===== config.mk =====
export PLATFORM = sky130hd
export DESIGN_NAME = svfloat_div_iter
export DESIGN_NICKNAME = d
export VERILOG_FILES = /design/src/rtl/svfloat_div_iter.sv
export SDC_FILE = /design/constraint.sdc
export NUM_CORES = 1
export LEC_CHECK = 0
export CAP_MARGIN = 0
export CORE_ASPECT_RATIO = 1.2
export CORE_MARGIN = 1.5
export CORE_UTILIZATION = 59
export DETAILED_ROUTE_END_ITERATION = 8
export PLACE_DENSITY = 0.82
export SLEW_MARGIN = 15
export SYNTH_ARGS = -nofsm -noshare
export SYNTH_HDL_FRONTEND = slang
export SYNTH_SLANG_ARGS = --single-unit

===== constraint.sdc =====
create_clock -name clk -period 5.3 [get_ports clk]
set_clock_uncertainty 0.1 [all_clocks]
set_input_delay 0.795 -clock clk [delete_from_list [all_inputs] [get_ports clk]]
set_output_delay 0.795 -clock clk [all_outputs]
set_load 0.05 [all_outputs]

===== src/rtl/svfloat_div_iter.sv =====
// Iterative floating-point divider front-end. Produces sign, unbiased exponent
// and a frac+1 bit truncated quotient mantissa for a downstream float packer.
package svfloat;
  typedef struct packed {
    logic        sign;
    logic [7:0]  exp;
    logic [22:0] man;
  } float32;
endpackage

module svfloat_div_iter #(
  parameter type         float  = svfloat::float32,
  parameter int unsigned frac   = 25,
  parameter int unsigned ewidth = 10
) (
  input  logic                     clk,
  input  logic                     rst,
  input  logic                     in_valid,
  output logic                     in_ready,
  input  float                     a,
  input  float                     b,
  output logic                     out_valid,
  input  logic                     out_ready,
  output logic                     is_inf,
  output logic                     is_nan,
  output logic                     is_zero,
  output logic                     d_sign,
  output logic signed [ewidth-1:0] d_exp,
  output logic [frac:0]            d_man
);

  float r_a, r_b;

  localparam int unsigned EW   = $bits(r_a.exp);
  localparam int unsigned MW   = $bits(r_a.man);
  localparam int unsigned BIAS = (32'd1 << (EW - 1)) - 32'd1;
  localparam int unsigned CW   = $clog2(frac + 1);
  localparam logic signed [ewidth-1:0] EBIAS = ewidth'(BIAS);
  localparam logic signed [ewidth-1:0] EMIN  = ewidth'(1) - EBIAS;

  typedef enum logic [1:0] {IDLE, NORM, DIV, DONE} state_t;
  state_t r_state, w_next;

  logic                     r_inf, r_nan, r_zero, r_sign;
  logic signed [ewidth-1:0] r_exp;
  logic [frac:0]            r_man;
  logic [MW+1:0]            r_rem;
  logic [MW:0]              r_div;
  logic [CW-1:0]            r_cnt;

  logic w_a_nan, w_a_inf, w_a_zero, w_b_nan, w_b_inf, w_b_zero;
  logic w_nan, w_inf, w_zero, w_special, w_accept, w_ge;
  logic [MW:0]              w_ma, w_mb;
  logic signed [ewidth-1:0] w_ea, w_eb;
  logic [MW+1:0]            w_sub;

  // Denormals are shifted left until the hidden-bit position is set; the
  // exponent absorbs the shift so the quotient always lies in (0.5, 2).
  function automatic void unpack(input float f, output logic [MW:0] m,
                                 output logic signed [ewidth-1:0] e);
    logic [MW:0] m0;
    int unsigned lz;
    lz = 0;
    m0 = {1'b0, f.man};
    if (f.exp != '0) begin
      m = {1'b1, f.man};
      e = ewidth'(f.exp) - EBIAS;
    end else begin
      for (int unsigned i = 0; i <= MW; i++)
        if (m0[i]) lz = MW - i;
      m = m0 << lz;
      e = EMIN - ewidth'(lz);
    end
  endfunction

  always_comb begin
    w_a_nan   = (&a.exp) && (a.man != '0);
    w_a_inf   = (&a.exp) && (a.man == '0);
    w_a_zero  = (a.exp == '0) && (a.man == '0);
    w_b_nan   = (&b.exp) && (b.man != '0);
    w_b_inf   = (&b.exp) && (b.man == '0);
    w_b_zero  = (b.exp == '0) && (b.man == '0);
    w_nan     = w_a_nan || w_b_nan || (w_a_zero && w_b_zero) || (w_a_inf && w_b_inf);
    w_inf     = !w_nan && (w_a_inf || w_b_zero);
    w_zero    = !w_nan && !w_inf && (w_a_zero || w_b_inf);
    w_special = w_nan || w_inf || w_zero;
    w_accept  = in_valid && (r_state == IDLE);
    unpack(r_a, w_ma, w_ea);
    unpack(r_b, w_mb, w_eb);
    w_ge  = r_rem >= {1'b0, r_div};
    w_sub = w_ge ? (r_rem - {1'b0, r_div}) : r_rem;
  end

  always_comb begin
    w_next = r_state;
    case (r_state)
      IDLE: if (in_valid) w_next = w_special ? DONE : NORM;
      NORM: w_next = DIV;
      DIV:  if (r_cnt == '0) w_next = DONE;
      DONE: if (out_ready) w_next = IDLE;
      default: w_next = IDLE;
    endcase
  end

  always_ff @(posedge clk) begin
    if (rst) r_state <= IDLE;
    else     r_state <= w_next;
  end

  always_ff @(posedge clk) begin
    if (rst) begin
      r_a    <= '0;
      r_b    <= '0;
      r_inf  <= 1'b0;
      r_nan  <= 1'b0;
      r_zero <= 1'b0;
      r_sign <= 1'b0;
      r_exp  <= '0;
      r_man  <= '0;
      r_rem  <= '0;
      r_div  <= '0;
      r_cnt  <= '0;
    end else begin
      if (w_accept) begin
        r_a    <= a;
        r_b    <= b;
        r_nan  <= w_nan;
        r_inf  <= w_inf;
        r_zero <= w_zero;
        r_sign <= a.sign ^ b.sign;
        r_exp  <= '0;
        r_man  <= '0;
      end
      if (r_state == NORM) begin
        r_exp <= w_ea - w_eb;
        r_rem <= (MW + 2)'(w_ma);
        r_div <= w_mb;
        r_man <= '0;
        r_cnt <= CW'(frac);
      end
      if (r_state == DIV) begin
        r_rem <= w_sub << 1;
        r_man <= {r_man[frac-1:0], w_ge};
        r_cnt <= r_cnt - 1'b1;
      end
    end
  end

  assign in_ready  = (r_state == IDLE);
  assign out_valid = (r_state == DONE);
  assign is_inf    = r_inf;
  assign is_nan    = r_nan;
  assign is_zero   = r_zero;
  assign d_sign    = r_sign;
  assign d_exp     = r_exp;
  assign d_man     = r_man;

endmodule


* Word-level counts from Yosys, hierarchy flattened
Cells that the tools add are included. Widths: inputs -> output; s select.
Operators by class: bitwise operators 1, muxes and demuxes 67, $add $sub $neg 7, shift operators 2, equal/unequal tests 6, magnitude comparators 1, reductions and logical operators 38
Operator list (count):
- $mux 32 | 46
- $mux 26 | 3
- $mux 24 | 3
- $shl 23x32->24 | 2
- $mux 25 | 2
- $logic_not 23->1 | 2
- $reduce_bool 23->1 | 2
- $mux 10 | 4
- $ge 25x24->1 | 1
- $sub 24x24->24 | 1
- $mux 5 | 4
- $sub 10x10->10 const A | 2
- $sub 8x7->9 const B | 2
- $logic_not 8->1 | 2
- $reduce_and 8->1 | 2
- $reduce_bool 8->1 | 2
- $logic_and 1x1->1 | 12
- $sub 10x10->10 | 1
- $mux 2 | 4
- $pmux 2 s4 | 1
- $logic_or 1x1->1 | 7
- $logic_not 5->1 | 1
- $sub 5x1->5 const B | 1
- $eq 2x2->1 const B | 2
- 10 further kinds | 13
Storage, ports and cells: register bits after elaboration 158, word-level logic and storage cells 137, output and inout port bits 42

* Logic depth before layout (Yosys ltp)
Gate-level depths: netlist (run 1).
depth in word-level cells 28, gate-level depth with buffers 22, mapped depth without buffers 20

* Worst setup path before layout (run 1)
Ideal clock, no wire load.
path type flip-flop to flip-flop, from register r_b[0] (netlist bit), to register r_exp[9], in the netlist d_exp[9], path slack 0.906 ns, arrival 4.208 ns, required time 5.114 ns, clock period less this slack 4.394 ns, stages on the path, launching flop included 23, cell sequence dfxtp_1 -> clkbuf_1 -> nand2b_1 -> a221oi_1 -> o21bai_1 -> a21oi_1 -> o21a_1 -> nor2_2 -> inv_2 -> clkbuf_1 -> ha_1 -> o21ai_0 -> inv_1 -> ha_1 -> nor2b_1 -> o21ai_0 -> a21boi_0 -> o21ai_0 -> a21boi_0 -> o21ai_0 -> nand2b_1 -> a2111o_1 -> a211oi_1
Between the ends: word-level cells in the longest chain between the ends 28
Ends and longest elaborated chain:
- from (decl) | line 32 | float r_a, r_b;
- from (signal assigned) | line 113 | r_b <= '0;
- from (signal assigned) | line 126 | r_b <= b;
- $mux 5 | line 70 | if (m0[i]) lz = MW - i;
- $mux 32 (22 in a row) | line 70
- $mux 32 | line 65 | if (f.exp != '0) begin
- $sub 10x10->10 | line 72 | e = EMIN - ewidth'(lz);
- $mux 10 | line 65
- $sub 10x10->10 | line 135 | r_exp <= w_ea - w_eb;
- $mux 10 | line 134 | if (r_state == NORM) begin
- to (signal assigned) | line 135
- to (decl) | line 45 | logic signed [ewidth-1:0] r_exp;
No other way between the ends. The select of a mux whose other input is x is not followed. A chain may end at the register's enable or synchronous reset.

* Worst setup path in the final report (run 1)
from register r_b[1] (netlist bit), to register r_exp[9], in the netlist d_exp[9]
Between the ends: word-level cells in the longest chain between the ends 27
Ends and longest elaborated chain (line):
- $mux 32 (22 in a row) | 70
- $mux 32 | 65
- $sub 10x10->10 | 72
- $mux 10 | 65
- $sub 10x10->10 | 135
- $mux 10 | 134
No other way between the ends. The select of a mux whose other input is x is not followed.

==> results of run 1 <==
cells in the mapped netlist (all sizes together), types with 4 or more instances:
library cell	instances	area (µm²)
o211ai	14	110
and3	16	100
o21a	9	67.6
a21o	12	90.1
inv	75	282
a21oi	141	709
o31a	6	52.6
xnor2	27	236
nor2b	7	43.8
a221oi	18	164
ha	45	563
a31o	6	52.6
a31oi	20	131
nand4	16	100
mux2i	67	671
nor4	27	181
or4	4	30.0
xor2	12	105
a22oi	38	285
o2111ai	5	43.8
mux2	18	206
o22ai	6	37.5
mux4	6	135
a221o	8	80.1
or3	6	37.5
o221ai	5	43.8
buf	35	191
nor2	150	566
dfxtp	158	3160
nand3	31	160
and2	12	75.1
nor3	43	225
nand2b	13	81.3
o21ai	71	355
a311oi	19	173
a211o	8	70.1
nand2	236	888
clkbuf	97	364
o31ai	10	75.1
a21boi	8	60.1
a211oi	32	245
cell type report:
class                      instances  area [µm²]
multi-input combinational       1215        7680
fill                            1745        6140
sequential                       158        3160
timing repair buffer             131        1250
clock buffer                      17         425
tap                              261         327
inverter                          75         282
clock inverter                    15         204
worst max-delay path, stage by stage (launching register included):
cell	delay, ns
dfxtp_1	0.54
nand2b_1	0.16
a221oi_1	0.08
o21bai_1	0.15
a21oi_1	0.11
o21a_1	0.23
nor2_2	0.36
inv_2	0.23
ha_1	0.32
o21ai_0	0.31
inv_1	0.08
ha_1	0.27
nor2b_1	0.13
o21ai_0	0.18
a21boi_0	0.14
o21ai_0	0.23
a21boi_0	0.15
o21ai_0	0.17
nand2b_1	0.11
a2111o_1	0.41
a211oi_1	0.23
registers in the layout, indices dropped and copies added (netlist names):
register  flops
r_div        24
d_man        26
d_sign        1
r_state       2
r_cnt         5
d_exp        10
r_b          31
is_nan        1
r_rem        25
r_a          31
is_inf        1
is_zero       1
per-layer routing:
metal	share of wire [%]	track usage, %
met4	4.6	18.4
met3	6.8	5.73
met1	40	45.3
met2	48	64.0
met5	0	0
cells by family (layout without fill, tap and decap cells):
logic type	Yosys count	count (layout)	share of synthesized area (%)
buf+inv	207	238	7.17
flops	158	158	27.1
mux	91	91	8.67
fa+ha+maj	47	47	5.17
simple gates	570	570	21.9
xor+xnor	39	39	2.93
compound gates	468	468	27.1
power breakdown:
group	internal [µW]	switching, µW
registers	1450	315
clock network	653	638
logic	2640	4400
total	4740	5350
per-stage QoR:
step | instances | hold slack, ns | util (%)
2_1_floorplan | 1580 | 0.336 | -
3_3_place_gp | 1840 | 0.355 | 65.2
3_5_place_dp | 1840 | 0.357 | 65.2
4_1_cts | 1872 | 0.365 | 68.5
5_1_grt | 1872 | 0.381 | 68.5
6_report | 1872 | 0.362 | 68.5
path summary, 6_finish.rpt:
check | start | end | slack (ns)
max reg2reg | r_b[1] | d_exp[9] | 0.49
min reg2reg | r_div[0] | r_div[0] | 0.36
max | r_b[1] | d_exp[9] | 0.49
min | r_div[0] | r_div[0] | 0.36
==> impl_metrics.yaml, run 1 <==
run:
  drv_cap: 0
sta:
  timing.final.crit_share_pct: 90.7
  report.final.slew_viol_count: 0
  hold_violations: 0
  slew_headroom_pct: 24.8
  fmax_mhz: 208
  rsz0062_at_grt: "false"
  min_period_ns: 4.81
  fin_tns_setup_ns: 0
  fin_ws_ns: 0.494
  finalSetupViolCount: 0
  tightest_slew_ns: 1.13
outcome:
  status: "finished clean"
synth:
  synth_seq_area_share_pct: 27.1
  synth-edff-count: 0
  synth_cell_types: 86
  syn_nets: 1695
  yosysWarningCount: 0
  synthFlopType: "dfxtp_1"
  synth_area_per_cell_um2: 7.39
  netlist_instances: 1580
  ys_ff_latch: 158
  async_reset_ff_share_pct: 0
  syn_area_um2: 11700
clocking:
  holdBufCountCts: 0
  clkSinkCount: 158
  post_cts_buffers: 0
  post_cts_resized: 0
  cts_root_buf: "clkbuf_16"
  cts_tree: "done"
  path_clk_slew_ns: 0.08
  clk_path_buf_depth: 2
  cts_max_level: 4
  cts_made_buffers: 17
  clkLatencyLatePin_ns: 0.45
detailed_routing:
  vias: 12400
  via_per_inst: 6.63
  wl_mm: 38.5
  firstDrtPassIters: 5
  drt-wirelength-per-cell_um: 20.6
  antenna_left: 0
  drt_iter0_drc: 1397
  drc: 0
floorplan:
  fp.dieArea_um2: 20600
  die_w_um: 131
  die-height_um: 157
  initial_core_util_pct: 59.9
  placementRows: 56
  core_um2: 19500
  ios: 110
placed_design:
  post-place-ws_ns: 0.616
  place_area_um2: 12700
  dpl.hpwl_mm: 27.6
  port_buffers: 109
  gp_congestion: 1.00
cells_and_area:
  n_antenna_cell: 0
  final_nets: 1713
  drive_gt1_share_pct: 6.58
  final_common_cell: "nand2_1"
  final_area_um2: 13300
  layout_common_cells: "nand2_1 (234), dfxtp_1 (158), nor2_1 (149)"
  syn2layout_area_growth_pct: 14.3
global_route:
  track_usage_pct: 37.1
  grt_max_degree: 112
  grt_pass1_wl_mm: 61.4
  overflow: 0
  grt_pass1_vias: 11600
  antenna_found_initial: 0
power:
  p_total_uw: 10100
  power_density_nw_per_um2: 757
  leakage_uw: 0.00503
  peakVddDrop_v: 0.000497
worst_setup_path:
  path_max_fanout: 13
  critPathRequiredTime_ns: 5.54
  reg2reg_depth: 20
  cp_data_arrival_time_ns: 5.05
  critPathKind: "reg2reg"
  start_kind: "register"
  worstSetupEndpointType: "register"
min_path:
  worstHoldPathType: "reg2reg"
  whs_path_depth: 2
Note: power is estimated with default switching activity, not from simulation.
==> run 2: changes to the inputs <==
--- a/config.mk
+++ b/config.mk
@@ -8,9 +8,9 @@
 export CAP_MARGIN = 0
 export CORE_ASPECT_RATIO = 1.2
 export CORE_MARGIN = 1.5
-export CORE_UTILIZATION = 59
+export CORE_UTILIZATION = 64
 export DETAILED_ROUTE_END_ITERATION = 8
-export PLACE_DENSITY = 0.82
+export PLACE_DENSITY = 0.88
 export SLEW_MARGIN = 15
 export SYNTH_ARGS = -nofsm -noshare
 export SYNTH_HDL_FRONTEND = slang
==> constraint.sdc (replaced) <==
create_clock -name clk -period 5.65 [get_ports clk]
set_clock_uncertainty 0.1 [all_clocks]
set_input_delay 0.8475 -clock clk [delete_from_list [all_inputs] [get_ports clk]]
set_output_delay 0.8475 -clock clk [all_outputs]
set_load 0.05 [all_outputs]
==> impl_metrics.yaml, run 2 (synthesis results as in run 1) <==
outcome:
  status: "finished clean"
floorplan:
  die-height_um: 151
  initial_core_util_pct: 65.9
  core_um2: 17700
  die_w_um: 126
  placementRows: 53
  ios: 110
  fp.dieArea_um2: 19100
detailed_routing:
  drc: 0
  vias: 12400
  dr_wl_met3_mm: 2.97
  dr_wl_met2_mm: 17.9
  wl_mm: 37.8
  drt-wirelength-per-cell_um: 20.7
  drt_iter0_drc: 1360
  via_per_inst: 6.76
  routed.top_layer: "met4"
  firstDrtPassIters: 6
  antenna_left: 0
  drt-met1-wl_mm: 14.9
worst_setup_path:
  reg2reg_from: "r_b[1]"
  critPathKind: "reg2reg"
  cp_data_arrival_time_ns: 5.03
  worstSetupEndpointType: "register"
  cp_top_family: "compound AO/OA/AOI/OAI gates"
  path_cells: "nand2b_1, a221oi_1, o21bai_1, a21oi_1, o21a_1, nor2_2, inv_2, ha_1, o21ai_0, inv_1, ha_1, nor2b_1, o21ai_0, a21boi_0, o21ai_0, a21boi_0, o21ai_0, nand2b_1, a2111o_1, a211oi_1"
  cp_common_cell: "o21ai_0"
  critPathRequiredTime_ns: 5.91
  path_max_fanout: 13
  reg2reg_depth: 20
  r2r_setup_slack_ns: 0.88
  cp_slowest_cell: "dfxtp_1"
  slowest_delay_ns: 0.52
  worst-path-buf-inv: 2
  start_kind: "register"
  rr_endpoint: "d_exp[9]"
clocking:
  post_cts_resized: 0
  post_cts_buffers: 0
  clkSinkCount: 158
  holdBufCountCts: 0
  cts_max_level: 4
  path_clk_slew_ns: 0.07
  cts_made_buffers: 17
  clkLatencyLatePin_ns: 0.46
  clk_path_buf_depth: 2
  cts_tree: "done"
  cts_root_buf: "clkbuf_16"
run:
  drv_cap: 0
sta:
  finalSetupViolCount: 0
  slew_headroom_pct: 33.9
  min_period_ns: 4.77
  fin_tns_setup_ns: 0
  timing.final.crit_share_pct: 84.4
  rsz0062_at_grt: "false"
  tightest_slew_ns: 0.985
  hold_violations: 0
  fmax_mhz: 210
  report.final.slew_viol_count: 0
placed_design:
  place_area_um2: 12700
  dpl.hpwl_mm: 27.4
  port_buffers: 109
  gp_congestion: 0.990
power:
  sequentialPowerShare_pct: 17.5
  clkPwrFrac_pct: 13.1
  p_comb_share_pct: 69.3
  p_int_uw: 4480
  leakage_uw: 0.00504
  p_total_uw: 9460
  peakVddDrop_v: 0.000354
  p_sw_share_pct: 52.6
  power.switching_uw: 4970
  power_density_nw_per_um2: 711
cells_and_area:
  multi_input_area_um2: 7680
  final_area_um2: 13300
  syn2layout_area_growth_pct: 13.9
  fillCellCount: 1377
  seqCellArea_um2: 3160
  final_nets: 1713
  final_common_cell: "nand2_1"
  drive_gt1_share_pct: 6.58
  n_antenna_cell: 0
  layout_common_cells: "nand2_1 (234), dfxtp_1 (158), nor2_1 (149)"
global_route:
  track_usage_pct: 39.6
  antenna_found_initial: 0
  grt_pass1_wl_mm: 60.2
  grt_max_degree: 87
  overflow: 0
  grt_pass1_vias: 11700
min_path:
  worstHoldPathType: "reg2reg"
  min_to: "r_div[0]"
  hp-start: "r_div[0]"
  whs_path_depth: 2
[run 2: changes by cell type in the layout (fill, tap and decap cells not counted)]
cell / before / now
inv_12: 3 / 1
inv_6: 3 / 4
bufinv_16: 0 / 1
clkinv_4: 1 / 0
inv_8: 2 / 3
[run 2: worst max-delay path by stage]
stage / from / to / cells past startpoint
3_5_place_dp: r_b[1] / d_exp[9] / 20
6_report: r_b[1] / d_exp[9] / 20
4_1_cts: r_b[1] / d_exp[9] / 20
3_3_place_gp: r_b[1] / d_exp[9] / 20
2_1_floorplan: r_b[0] / d_exp[9] / 22
5_1_grt: r_b[1] / d_exp[9] / 20
[run 2: power groups by stage]
stage	clock, µW	sequential, µW	combinational [µW]
after floorplan	0	1570	4940
after global placement	0	1650	6270
after detailed placement	0	1670	6330
after CTS	1240	1640	6380
after global routing	1290	1680	7070
final	1240	1660	6560
[run 2: worst reg2reg max path, delay by kind of cell, from the launching register on]
| family | cells | cell delay [ns] |
|---|---|---|
| AO/OA/AOI/OAI | 12 | 2.44 |
| AND/OR/NAND/NOR | 4 | 0.73 |
| adder cells (fa/ha/maj) | 2 | 0.59 |
| flip-flops | 1 | 0.52 |
| buffers and inverters | 2 | 0.31 |
[run 2: layout make-up]
type / instances / share of cell area [%]
Timing Repair Buffer: 131 / 9.43
Multi-Input combinational cell: 1215 / 57.8
Sequential cell: 158 / 23.8
Tap cell: 220 / 2.07
Clock inverter: 15 / 1.60
Clock buffer: 17 / 3.20
Inverter: 75 / 2.12
[run 2: stage by stage]
stage          hold slack [ns]  setup slack (ns)  std cells  util (%)
6_report                 0.367             0.880       1831      75.1
3_3_place_gp             0.344              1.06       1799      71.5
5_1_grt                  0.398             0.501       1831      75.1
3_5_place_dp             0.360             0.940       1799      71.5
2_1_floorplan            0.336              1.26       1580         -
4_1_cts                  0.368             0.916       1831      75.1
[run 2: metal layers]
| layer | vias to the layer above | GRT usage (%) |
|---|---|---|
| li1 | 5756 | - |
| met1 | 5778 | 47.7 |
| met2 | 671 | 66.8 |
| met3 | 171 | 7.74 |
| met4 | 0 | 22.4 |
| met5 | - | 0 |
